### src/rtl/mod_n_updown_counter.sv
// Runtime-programmable modulus-N up/down counter with sync load, enable and cascade carry/borrow.
// Define WRAP_COUNT_EN to add a saturating 16-bit wrap counter output 'wraps'.
module mod_n_updown_counter #(
  parameter int WIDTH       = 4,
  parameter int DEFAULT_MOD = 6
) (
  input  logic             clk,
  input  logic             rst,
  input  logic             en,
  input  logic             up_dn,
  input  logic             load,
  input  logic [WIDTH-1:0] load_val,
  input  logic             mod_wr,
  input  logic [WIDTH-1:0] mod_val,
  output logic [WIDTH-1:0] q,
  output logic             co,
  output logic [WIDTH-1:0] mod,
  output logic             err
`ifdef WRAP_COUNT_EN
  ,
  output logic [15:0]      wraps
`endif
);

  logic             mod_ok;
  logic             mod_rej;
  logic [WIDTH-1:0] mod_eff;
  logic             clamp;
  logic [WIDTH-1:0] q_next;

  // A modulus write of 0 or 1 is rejected; load and count use the modulus that will hold after this edge.
  assign mod_ok  = mod_val > WIDTH'(1);
  assign mod_rej = mod_wr & ~mod_ok;
  assign mod_eff = (mod_wr && mod_ok) ? mod_val : mod;
  assign clamp   = load & (load_val >= mod_eff);

  assign co = en & (up_dn ? (q == mod - WIDTH'(1)) : (q == '0));

  always_comb begin
    q_next = q;
    if (load) begin
      q_next = clamp ? mod_eff - WIDTH'(1) : load_val;
    end else if (mod_wr && mod_ok && (mod_val <= q)) begin
      q_next = '0;
    end else if (en) begin
      // Using >= lets a forced out-of-range count recover by wrapping to 0.
      if (up_dn)
        q_next = (q >= mod_eff - WIDTH'(1)) ? '0 : q + WIDTH'(1);
      else
        q_next = (q == '0) ? mod_eff - WIDTH'(1) : q - WIDTH'(1);
    end
  end

  always_ff @(posedge clk or posedge rst) begin
    if (rst) begin
      q   <= '0;
      mod <= WIDTH'(DEFAULT_MOD);
      err <= 1'b0;
    end else begin
      q   <= q_next;
      err <= mod_rej | clamp;
      if (mod_wr && mod_ok)
        mod <= mod_val;
    end
  end

`ifdef WRAP_COUNT_EN
  always_ff @(posedge clk or posedge rst) begin
    if (rst)
      wraps <= '0;
    else if (co && !load && (wraps != 16'hFFFF))
      wraps <= wraps + 16'd1;
  end
`endif

endmodule

### config.mk
export PLATFORM = sky130hd
export DESIGN_NAME = mod_n_updown_counter
export DESIGN_NICKNAME = d
export VERILOG_FILES = /design/src/rtl/mod_n_updown_counter.sv
export SDC_FILE = /design/constraint.sdc
export NUM_CORES = 1
export LEC_CHECK = 0
export ABC_AREA = 1
export BUFFER_PORTS_ARGS = -buffer_cell sky130_fd_sc_hd__buf_2
export CAP_MARGIN = 20
export CORE_MARGIN = 2
export CORE_UTILIZATION = 25
export DETAILED_ROUTE_END_ITERATION = 6
export PLACE_DENSITY = 0.54
export SLEW_MARGIN = 30
export SYNTH_ARGS = -nofsm -noshare
export SYNTH_HDL_FRONTEND = slang
export SYNTH_SLANG_ARGS = --single-unit
### constraint.sdc
create_clock -name clk -period 2.74 [get_ports clk]
set_input_delay 0.274 -clock clk [delete_from_list [all_inputs] [get_ports clk]]
set_output_delay 0.274 -clock clk [all_outputs]
set_load 0.005 [all_outputs]
== Word level (Yosys, flattened, before mapping) ==
Cells that the tools add are included.
Storage, ports and cells
  register bits: 9
  latch bits: 0
  bits in writable memories: 0
  ROM bits: 0
  input bits: 14
  output and inout port bits: 10
  logic and storage cells: 30
  memories: 0
Cells by class
  add/sub/neg operators: 4
  multiply operators: 0
  div/mod/pow operators: 0
  magnitude comparators: 4
  equality and inequality tests: 1
  shift-type cells: 0
  multiplexer cells: 9
  bitwise logic cells: 5
  reduce and logical (&&, ||, !) cells: 4
Operator list (count)
  $mux W4: 8
  $sub A4 B1 Y4 const B: 3
  $ge A4 B4 Y1: 2
  $add A4 B1 Y4 const B: 1
  $eq A4 B4 Y1: 1
  $gt A4 B1 Y1 const B: 1
  $le A4 B4 Y1: 1
  $logic_not A4 Y1: 1
  $and A1 B1 Y1: 3
  $reduce_bool A3 Y1: 1
  $logic_and A1 B1 Y1: 2
  $mux W1: 1
  $not A1 Y1: 1
  $or A1 B1 Y1: 1

== Longest topological paths before layout ==
Gate-level depths: netlist of run 1.
  depth after elaboration: 10
  gate-level depth with buffers: 20

== Worst setup path before layout of run 1 ==
OpenSTA, ideal clock, no wires.
  kind: register -> register
  start: register mod[1]
  end: register q[3]
  setup time: 73 ps
  arrival: 1954 ps
  required time: 2667 ps
  slack: 713 ps
  cell stages (with the launch flop): 19
  period minus slack after synthesis: 2027 ps
  cells stage by stage: dfstp_2 inv_1 nand2_2 nand2_4 inv_2 nand2_1 nand2_2 inv_2 ha_1 a21boi_0 o21ai_0 nand2_1 nand2_1 nand2_1 nand2_2 nand2_1 nand2_1 nand2_1 a21oi_2
On the way
  longest elaborated chain between the ends: 8
  elaborated cells on any way between the ends: 12
  those cells by class: add/sub: 1; order compare: 2; mux: 8; bitwise: 1
RTL lines
  start, declared: RTL line 17  | output logic [WIDTH-1:0] mod,
  start signal, assigned: RTL line 57  | mod <= WIDTH'(DEFAULT_MOD);
  start signal, assigned: RTL line 63  | mod <= mod_val;
  $mux W4 (*): RTL line 34  | assign mod_eff = (mod_wr && mod_ok) ? mod_val : mod;
  via mod_eff[1]: RTL line 27  | logic [WIDTH-1:0] mod_eff;
  $sub A4 B1 Y4: RTL line 42, 48, 50
  $ge A4 B4 Y1: RTL line 48  | q_next = (q >= mod_eff - WIDTH'(1)) ? '0 : q + WIDTH'(1);
  $mux W4: RTL line 48
  $mux W4: RTL line 47  | if (up_dn)
  $mux W4: RTL line 45  | end else if (en) begin
  $mux W4: RTL line 43  | end else if (mod_wr && mod_ok && (mod_val <= q)) begin
  $mux W4 (*): RTL line 41  | if (load) begin
  end signal, assigned: RTL line 60  | q <= q_next;
  end, declared: RTL line 15  | output logic [WIDTH-1:0] q,
Mark *: on every way through the listed nets, which the timed path passes. The rest lies on a longest branch. The select of a mux whose other input is x is not followed.
A chain may end at the register's enable or synchronous reset.

== Final worst setup path of run 1 ==
  start: register q[0]
  end: output port co
On the way
  longest elaborated chain between the ends: 3
  elaborated cells on any way between the ends: 4
  those cells by class: eq/ne: 1; mux: 1; bitwise: 1; reduce/logical: 1
RTL lines
  $eq A4 B4 Y1 / $logic_not A4 Y1 (equally long branches): RTL line 37  | assign co = en & (up_dn ? (q == mod - WIDTH'(1)) : (q == '0));
  $mux W1 (*): RTL line 37
  $and A1 B1 Y1 (*): RTL line 37
  end, declared: RTL line 16  | output logic co,
Mark *: on every way between the ends. The rest lies on a longest branch, timed or not.

==> Implementation_results.wiki, run 1 <==
{| class="wikitable"
! Metric !! Value
|-
| H-tree levels || 1
|-
| Number of endpoints failing setup at the final stage || 0
|-
| Mux cell area share after synthesis || 0%
|-
| CTS max path bufs || 2
|-
| Area of the core || 4410 um^2
|-
| TritonCTS clock tree || built
|-
| Pre-CTS setup slack || approximately 0.36 ns
|-
| Synth Cell Area || 1160 um^2
|-
| Worst skew pair latency || around 0.24 ns
|-
| Worst-case vdd ir drop || roughly 0.00029 V
|-
| Fraction of synthesized cell area in xor and xnor cells || 3.01%
|-
| Area enclosed by the die boundary || 5220 um^2
|-
| Vias after detailed routing || 1,164
|-
| CTS Root Cell || clkbuf_8
|-
| Final worst path period share || 81.1%
|-
| Vias in the first global route || 1,153
|-
| Cell row count || 24
|-
| FF-to-FF path depth || 18
|-
| Most common library cell in the layout ignoring fill and taps || nand2_1
|-
| Number of port buffers || 23
|-
| Type of the setup path with the least slack || reg -> out
|-
| Die boundary height || ~72 um
|-
| Hold Fails Final Rpt || 0
|-
| Dominant combinational cell family by area after synthesis || simple AND/OR/NAND/NOR gates
|-
| First-pass DRT Iterations || 4
|-
| Unrepaired setup endpoints after global routing || no
|-
| Post-synthesis register bit count || 9
|-
| TritonCTS Buffers || 3
|-
| Startpoint of the lowest-slack register-to-register path || mod[1]$_DFF_PP1_
|-
| Remaining routing DRC violations || 0
|-
| GRT Util Overall || about an eighth
|-
| Status || finished clean
|-
| Global-route wire length before repair || 5340 um
|-
| Cell Count Post-Placement || 252
|-
| Post-synthesis net count || about 210
|-
| Routed Antenna Nets || 0
|-
| Initial core utilization || around a quarter
|-
| Tightest slew margin relative to the limit || between 70% and 80%
|-
| Final setup slack of the worst path || 0.519 ns
|-
| DR iter-0 viols || 38
|-
| Synthesized-area fraction occupied by ao, oa, aoi and oai cells || 14.6%
|-
| Hold-fix buffers, CTS || 0
|-
| Min-delay worst type || in -> async
|-
| Setup fix buffers added after clock tree synthesis || 0
|-
| Avg WL per Cell || 12.1 um
|-
| Worst setup endpoint || co
|-
| Synthesis-to-finish area growth || 19.7%
|-
| RR Endpoint || q[3]$_DFFE_PP0P_
|-
| Post-DP HPWL || 2620 um
|-
| Mapped Cells || between 150 and 200
|-
| Simple-Gate Fraction of Synth Area || a little over a third
|-
| DR vias/cell || 4.55
|-
| Proportion of synthesized chip area in sequential cells || 19.5%
|-
| Post-Route Hold Slack || slightly above 0.005 ns
|-
| Top fanout value on the critical path || 8
|-
| Measured slew at the worst slew-check pin || 0.382 ns
|-
| Die Width || 72.3 um
|-
| Diodes inserted || 0
|-
| Top library cells by usage in the layout, fill and taps aside || nand2_1, inv_1, buf_2
|-
| Highest Clock Rate || 450 MHz
|-
| Max capacitance violation total || 0
|-
| TNS Setup || 0 ns
|-
| Congestion Overflow GR || 0
|-
| Antenna violations before repair || 0
|-
| Area share of fa/ha/maj cells after synthesis || 15.0%
|-
| Number of top-level pins || 24
|-
| Final Skew || around 0.0014 ns
|-
| Clock sink count || 9
|-
| Quantity of gates resized following cts || 0
|-
| Worst Path Required || 2.47 ns
|-
| Setup crit end kind || output pin
|-
| Core utilization of the finished layout || 31.6%
|-
| Leakage Power || 0.779 nW
|-
| Post-synth cell types || 26
|-
| Minimum period implied by the final worst setup slack || 2.22 ns
|-
| Pin count of the biggest net entering global routing || 10
|-
| Launch point of the worst path || q[0]$_DFFE_PP0P_
|-
| Filler cell count || 500
|-
| Clock Pin Slew Worst Setup and Hold Paths || 0.05 ns
|-
| Total Nets Final || 233
|-
| Power per Cell Area || 624 nW/um^2
|-
| Register-to-Register Setup Slack || 0.52 ns
|-
| Final Instance Count excl. Fillers || between 200 and 300
|-
| Syn avg cell area || 6.58 um^2
|-
| DRT Wirelength || approximately 3000 um
|-
| Final Slew Violations || 0
|-
| Critical Path Start Type || flip-flop
|-
| Arrival @ worst endpoint || 1.95 ns
|-
| Yosys warning total || 0
|-
| Share of layout cells above drive strength 1 || 26.5%
|-
| Final RePlAce weighted congestion || 0.873
|}
-- state kept, by name (all words and copies together), names as in the netlist --
signal / flops
mod: 4
err: 1
q: 4
-- synthesized netlist by cell type, drive strengths merged --
library cell | instances | area share (%)
nand4 | 2 | 2.4
xor2 | 3 | 2.3
a32o | 1 | 0.86
nand3 | 13 | 6.0
nand2 | 55 | 22
a21boi | 1 | 0.64
xnor2 | 1 | 0.75
dfrtp | 7 | 15
clkbuf | 1 | 0.32
nor3b | 1 | 0.64
a21oi | 13 | 6.9
o21ai | 10 | 4.3
o211ai | 3 | 1.9
nor2 | 15 | 5.0
inv | 34 | 11
dfstp | 2 | 4.5
ha | 14 | 15
nor3 | 1 | 0.43
-- stage by stage --
step	instance area (um^2)	power [mW]
final	1390	0.870
after global routing	1390	0.975
after CTS	1390	0.876
after detailed placement	1350	0.716
after global placement	1350	0.718
after floorplan	1160	0.564
-- cells by family (layout without fill, tap and decap cells) --
logic type | count (synthesis) | in the layout
DFF | 9 | 9
AOI/OAI and AO/OA | 28 | 28
buffers and inverters | 35 | 62
adders and majority gates | 14 | 14
xor gates and xnor gates | 4 | 4
and+or+nand+nor | 87 | 87
-- final cells by class --
| type | instances | area, um^2 | share of cell area [%] |
|---|---|---|---|
| multi-input cells | 133 | 806 | 57.8 |
| flip-flops and latches | 9 | 228 | 16.3 |
| inverters | 34 | 128 | 9.16 |
| repair buffers | 24 | 123 | 8.80 |
| well taps | 52 | 65.1 | 4.67 |
| clock buffers | 4 | 45.0 | 3.23 |
-- per-layer routing --
metal / global-route usage (%) / vias up / routed length, um
met4: 2.94 / 0 / 27
met1: 18.3 / 514 / 1540
li1: - / 624 / -
met2: 20.9 / 21 / 1380
met5: 0 / - / 0
met3: 2.64 / 5 / 135
-- power by group --
part | internal, mW | switching (mW)
registers | 0.163 | 0.0493
clock network | 0.102 | 0.0574
logic | 0.198 | 0.300
total | 0.463 | 0.407
-- worst min-delay path by stage --
| stage | from | cells past startpoint | endpoint |
|---|---|---|---|
| finish | rst | 2 | q[3]$_DFFE_PP0P_ |
| global route | rst | 2 | err$_DFF_PP0_ |
| CTS | rst | 2 | q[0]$_DFFE_PP0P_ |
| detailed placement | rst | 2 | mod[0]$_DFF_PP0_ |
| global placement | rst | 2 | mod[0]$_DFF_PP0_ |
| floorplan | rst | 1 | err$_DFF_PP0_ |
-- critical path: stages, from the launching register on --
cell and delay, ns:
dfrtp_1 0.49, inv_2 0.16, ha_1 0.18, inv_1 0.04, nor2_1 0.15, inv_1 0.06, nor2_1 0.20, nor2_1 0.12
nor3_1 0.17, buf_2 0.14
Power figures use the tool's default switching activity.
==> run 2: changes to the inputs <==
--- a/config.mk
+++ b/config.mk
@@ -5,13 +5,13 @@
 export SDC_FILE = /design/constraint.sdc
 export NUM_CORES = 1
 export LEC_CHECK = 0
-export ABC_AREA = 1
+export ABC_AREA = 0
 export BUFFER_PORTS_ARGS = -buffer_cell sky130_fd_sc_hd__buf_2
 export CAP_MARGIN = 20
 export CORE_MARGIN = 2
 export CORE_UTILIZATION = 25
 export DETAILED_ROUTE_END_ITERATION = 6
-export PLACE_DENSITY = 0.54
+export PLACE_DENSITY = 0.55
 export SLEW_MARGIN = 30
 export SYNTH_ARGS = -nofsm -noshare
 export SYNTH_HDL_FRONTEND = slang
==> constraint.sdc (replaced) <==
create_clock -name clk -period 1.9 [get_ports clk]
set_input_delay 0.19 -clock clk [delete_from_list [all_inputs] [get_ports clk]]
set_output_delay 0.19 -clock clk [all_outputs]
set_load 0.005 [all_outputs]
==> run 2 against run 1 <==
Synthesized area grew 0.11%; via count increased by 12%; setup slack worse by 1.0 ns; cell count rose by 0.78%; register-to-register slack lost 1.0 ns; utilization up 12 points; sequential share of layout area decreased by 4.6 points; critical path type is now in -> reg; the run now ends with setup timing left; first-iteration DRC count rose to 2.8 times the previous value; non-clock buffer count up 44; routed wire length grew 20%; flip-flop and latch count unchanged; final area is 39% higher; largest power group unchanged.
==> Implementation_results.wiki, run 2 <==
{| class="wikitable"
! Metric !! Value
|-
| Cell type with the largest total area after synthesis || dfrtp_1
|-
| Vias in the first global route || 1,256 (+8.9%)
|-
| Number of top-level pins || 24 (unchanged)
|-
| Most common library cell in the layout ignoring fill and taps || buf_4
|-
| Leakage Power || 0.892 nW (+14%)
|-
| CTS max path bufs || 2 (unchanged)
|-
| Worst Path Required || 2.03 ns (-0.44 ns)
|-
| Diodes inserted || 0 (unchanged)
|-
| Synth Cell Area || 1170 um^2 (+0.11%)
|-
| Cell row count || 24 (unchanged)
|-
| Power per Cell Area || 993 nW/um^2 (+59%)
|-
| Top fanout value on the critical path || 4 (-4)
|-
| Status || finished with violations
|-
| Dominant combinational cell family by area after synthesis || compound AO/OA/AOI/OAI gates
|-
| Minimum period implied by the final worst setup slack || 2.40 ns
|-
| Post-Route Hold Slack || 0.327 ns (+0.322 ns)
|-
| Area of the core || 4410 um^2 (unchanged)
|-
| TritonCTS clock tree || built
|-
| Placement Cell Area || 1700 um^2 (+26%)
|-
| Arrival @ worst endpoint || 2.53 ns (+0.58 ns)
|-
| Pin count of the biggest net entering global routing || 11 (+1)
|-
| Most used DFF post-synth || dfrtp_1
|-
| Asr flop ratio synth || 100% (unchanged)
|-
| Post-DP HPWL || 2950 um (+13%)
|-
| Area enclosed by the die boundary || 5230 um^2 (about the same)
|-
| Post-synthesis net count || 166 (-19%)
|-
| Final RePlAce weighted congestion || 0.849 (-2.8%)
|-
| Simple-Gate Fraction of Synth Area || 16.4% (-20 points)
|-
| Count of flip-flops with a built-in enable after synthesis || 0 (unchanged)
|-
| Max capacitance violation total || 0 (unchanged)
|-
| Share of layout cells above drive strength 1 || 51.5% (+25 points)
|-
| Kind of cell adding the most delay to the critical path || compound AO/OA/AOI/OAI gates
|-
| Final Skew || 0.000862 ns (-0.000563 ns)
|-
| Clock sink count || 9 (unchanged)
|-
| Most prevalent standard cell on the critical path || buf_6
|-
| Synthesis-to-finish area growth || 66.5%
|-
| List of cells traversed by the critical path || buf_6 > o31ai_4 > mux2i_4 > buf_6 > xnor2_4 > inv_2 > ha_4 > a211oi_4 > o21ai_1 > mux2i_1 > a22oi_2 > a311oi_1
|-
| TritonCTS Buffers || 3 (unchanged)
|-
| Synthesized-area fraction occupied by ao, oa, aoi and oai cells || 29.0% (+14 points)
|-
| DR iter-0 viols || 108 (+180%)
|-
| Measured slew at the worst slew-check pin || 0.456 ns (+0.0746 ns)
|-
| Yosys warning total || 0 (unchanged)
|-
| Area share of fa/ha/maj cells after synthesis || 15.0% (-0.016 points)
|-
| Final Cell Area || 1940 um^2 (+39%)
|-
| Hold Fails Final Rpt || 0 (unchanged)
|-
| Highest Clock Rate || 417 MHz
|-
| Worst skew pair latency || 0.24 ns (about the same)
|-
| Final Instance Count excl. Fillers || 258 (+0.78%)
|-
| Antenna violations before repair || 0 (unchanged)
|-
| Cell with the largest stage delay on the worst path || mux2i_4
|-
| Worst-case vdd ir drop || 0.000292 V (+0.50%)
|-
| Number of endpoints failing setup at the final stage || 6 (+6)
|-
| Critical Path Max Stage Delay || 0.34 ns (-0.15 ns)
|-
| Largest registers || mod x4, q x4, err x1
|-
| Synth top area share || 15.0% (-0.016 points)
|-
| Final Slew Violations || 0 (unchanged)
|-
| Pre-CTS setup slack || -0.885 ns (-1.25 ns)
|-
| Global-route wire length before repair || 6010 um (+13%)
|-
| GRT Util Overall || 15.1% (+1.9 points)
|-
| Mux cell area share after synthesis || 5.47% (+5.5 points)
|-
| Clock Pin Slew Worst Setup and Hold Paths || 0.04 ns (about the same)
|-
| Tightest slew margin relative to the limit || 69.6% (-4.9 points)
|-
| First-pass DRT Iterations || 4 (unchanged)
|-
| Top library cells by usage in the layout, fill and taps aside || buf_4, buf_2, inv_1
|-
| Overall power of the completed layout || 1.93 mW (+120%)
|-
| Die boundary height || 72.3 um (about the same)
|-
| Mapped Cells || 138 (-22%)
|-
| Critical Path Start Type || input pin
|-
| Number of port buffers || 23 (unchanged)
|-
| Type of the setup path with the least slack || in -> reg
|-
| Syn avg cell area || 8.45 um^2 (+28%)
|-
| DRT Wirelength || 3720 um (+20%)
|-
| Filler cell count || 450 (-10%)
|-
| H-tree levels || 1 (unchanged)
|-
| Leading post-synthesis cells by cell area || dfrtp_1, ha_1, xnor2_1, dfstp_2, inv_1
|-
| DR vias/cell || 5.03 (+11%)
|-
| Die Width || 72.3 um (about the same)
|-
| Initial core utilization || 26.4% (+0.028 points)
|-
| Setup crit end kind || flip-flop
|-
| Vias after detailed routing || 1,298 (+12%)
|-
| Routed Antenna Nets || 0 (unchanged)
|-
| Unrepaired setup endpoints after global routing || yes
|-
| Remaining routing DRC violations || 0 (unchanged)
|-
| Post-synth cell types || 45 (+73%)
|-
| Combined buffer and inverter count along the critical path || 3 (-1)
|-
| Congestion Overflow GR || 0 (unchanged)
|-
| Final worst path period share || 126%
|-
| Fraction of synthesized cell area in xor and xnor cells || 7.51% (+4.5 points)
|-
| Avg WL per Cell || 14.4 um (+19%)
|-
| Proportion of synthesized chip area in sequential cells || 19.5% (-0.021 points)
|-
| Cell Count Post-Placement || 247 (-2.0%)
|-
| CTS Root Cell || clkbuf_8
|-
| Total Nets Final || 235 (+0.86%)
|-
| Most frequent cells after synthesis || ha_1, inv_1, a21oi_1
|-
| Final setup slack of the worst path || -0.497 ns (-1.02 ns)
|-
| Min-delay worst type || in -> reg
|-
| Post-synthesis register bit count || 9 (unchanged)
|-
| Violated checks || setup timing
|}
run 2: cell count changes in the layout (fill, tap and decap cells not counted), moves of 7 or more:
cell,change
buf_4,+38
buf_6,+8
inv_1,-16
nand2_1,-39
nand2_2,-7
nand3_1,-12
nor2_1,-10
run 2: layout make-up:
type | instances | area [um^2] | area share (%)
well taps | 52 | 65.1 | 3.35
clock buffers | 4 | 45.0 | 2.32
flip-flops and latches | 9 | 228 | 11.7
inverters | 17 | 71.3 | 3.67
repair buffers | 68 | 493 | 25.4
multi-input cells | 108 | 1040 | 53.5
run 2: kinds of logic (layout without fill, tap and decap cells):
family                     after synthesis  in the layout
muxes                                    5              5
DFF                                      9              9
xor gates and xnor gates                10             10
and+or+nand+nor                         35             35
buffers and inverters                   21             89
adders and majority gates               14             14
AOI/OAI and AO/OA                       44             44
run 2: report_power, final:
| part | leakage (nW) | internal (mW) | switching, mW |
|---|---|---|---|
| Combinational | 0.762 | 0.718 | 0.709 |
| Sequential | 0.107 | 0.242 | 0.0290 |
| Clock | 0.0228 | 0.147 | 0.0831 |
run 2: routing by layer:
metal | track usage (%) | vias up | share of wire [%]
met5 | 0 | - | 0
met4 | 6.08 | 0 | 1.7
met3 | 0.417 | 7 | 6.4
met2 | 25.6 | 49 | 50
met1 | 20.2 | 594 | 42
li1 | - | 648 | -
run 2: per-stage QoR:
stage	setup TNS (ns)	util, %
after floorplan	-1.70	-
after global placement	-3.32	38.5
after detailed placement	-3.63	38.5
after CTS	-2.05	42.6
after global routing	-3.00	44.0
final	-2.01	44.0
run 2: repair_timing:
| item | CTS | global route |
|---|---|---|
| setup endpoints to repair | 6 | 6 |
| hold buffers | 1 | 0 |
| gates resized for setup | 17 | 14 |
| gates cloned | 0 | 0 |
| hold endpoints to repair | 7 | 0 |
| pin swaps | 12 | 8 |
| buffers inserted | 6 | 1 |
run 2: worst paths after layout:
check                            startpoint          endpoint  slack, ns  cells past startpoint
setup reg to reg           mod[1]$_DFF_PP1_  q[0]$_DFFE_PP0P_      -0.48                     11
max in group asynchronous               rst  mod[2]$_DFF_PP1_       1.13                      3
min in group asynchronous               rst     err$_DFF_PP0_       0.47                      3
hold / removal                         load     err$_DFF_PP0_       0.33                      2
hold reg to reg            q[3]$_DFFE_PP0P_  q[3]$_DFFE_PP0P_       0.74                      3
setup / recovery                 mod_val[3]  q[0]$_DFFE_PP0P_      -0.50                     12
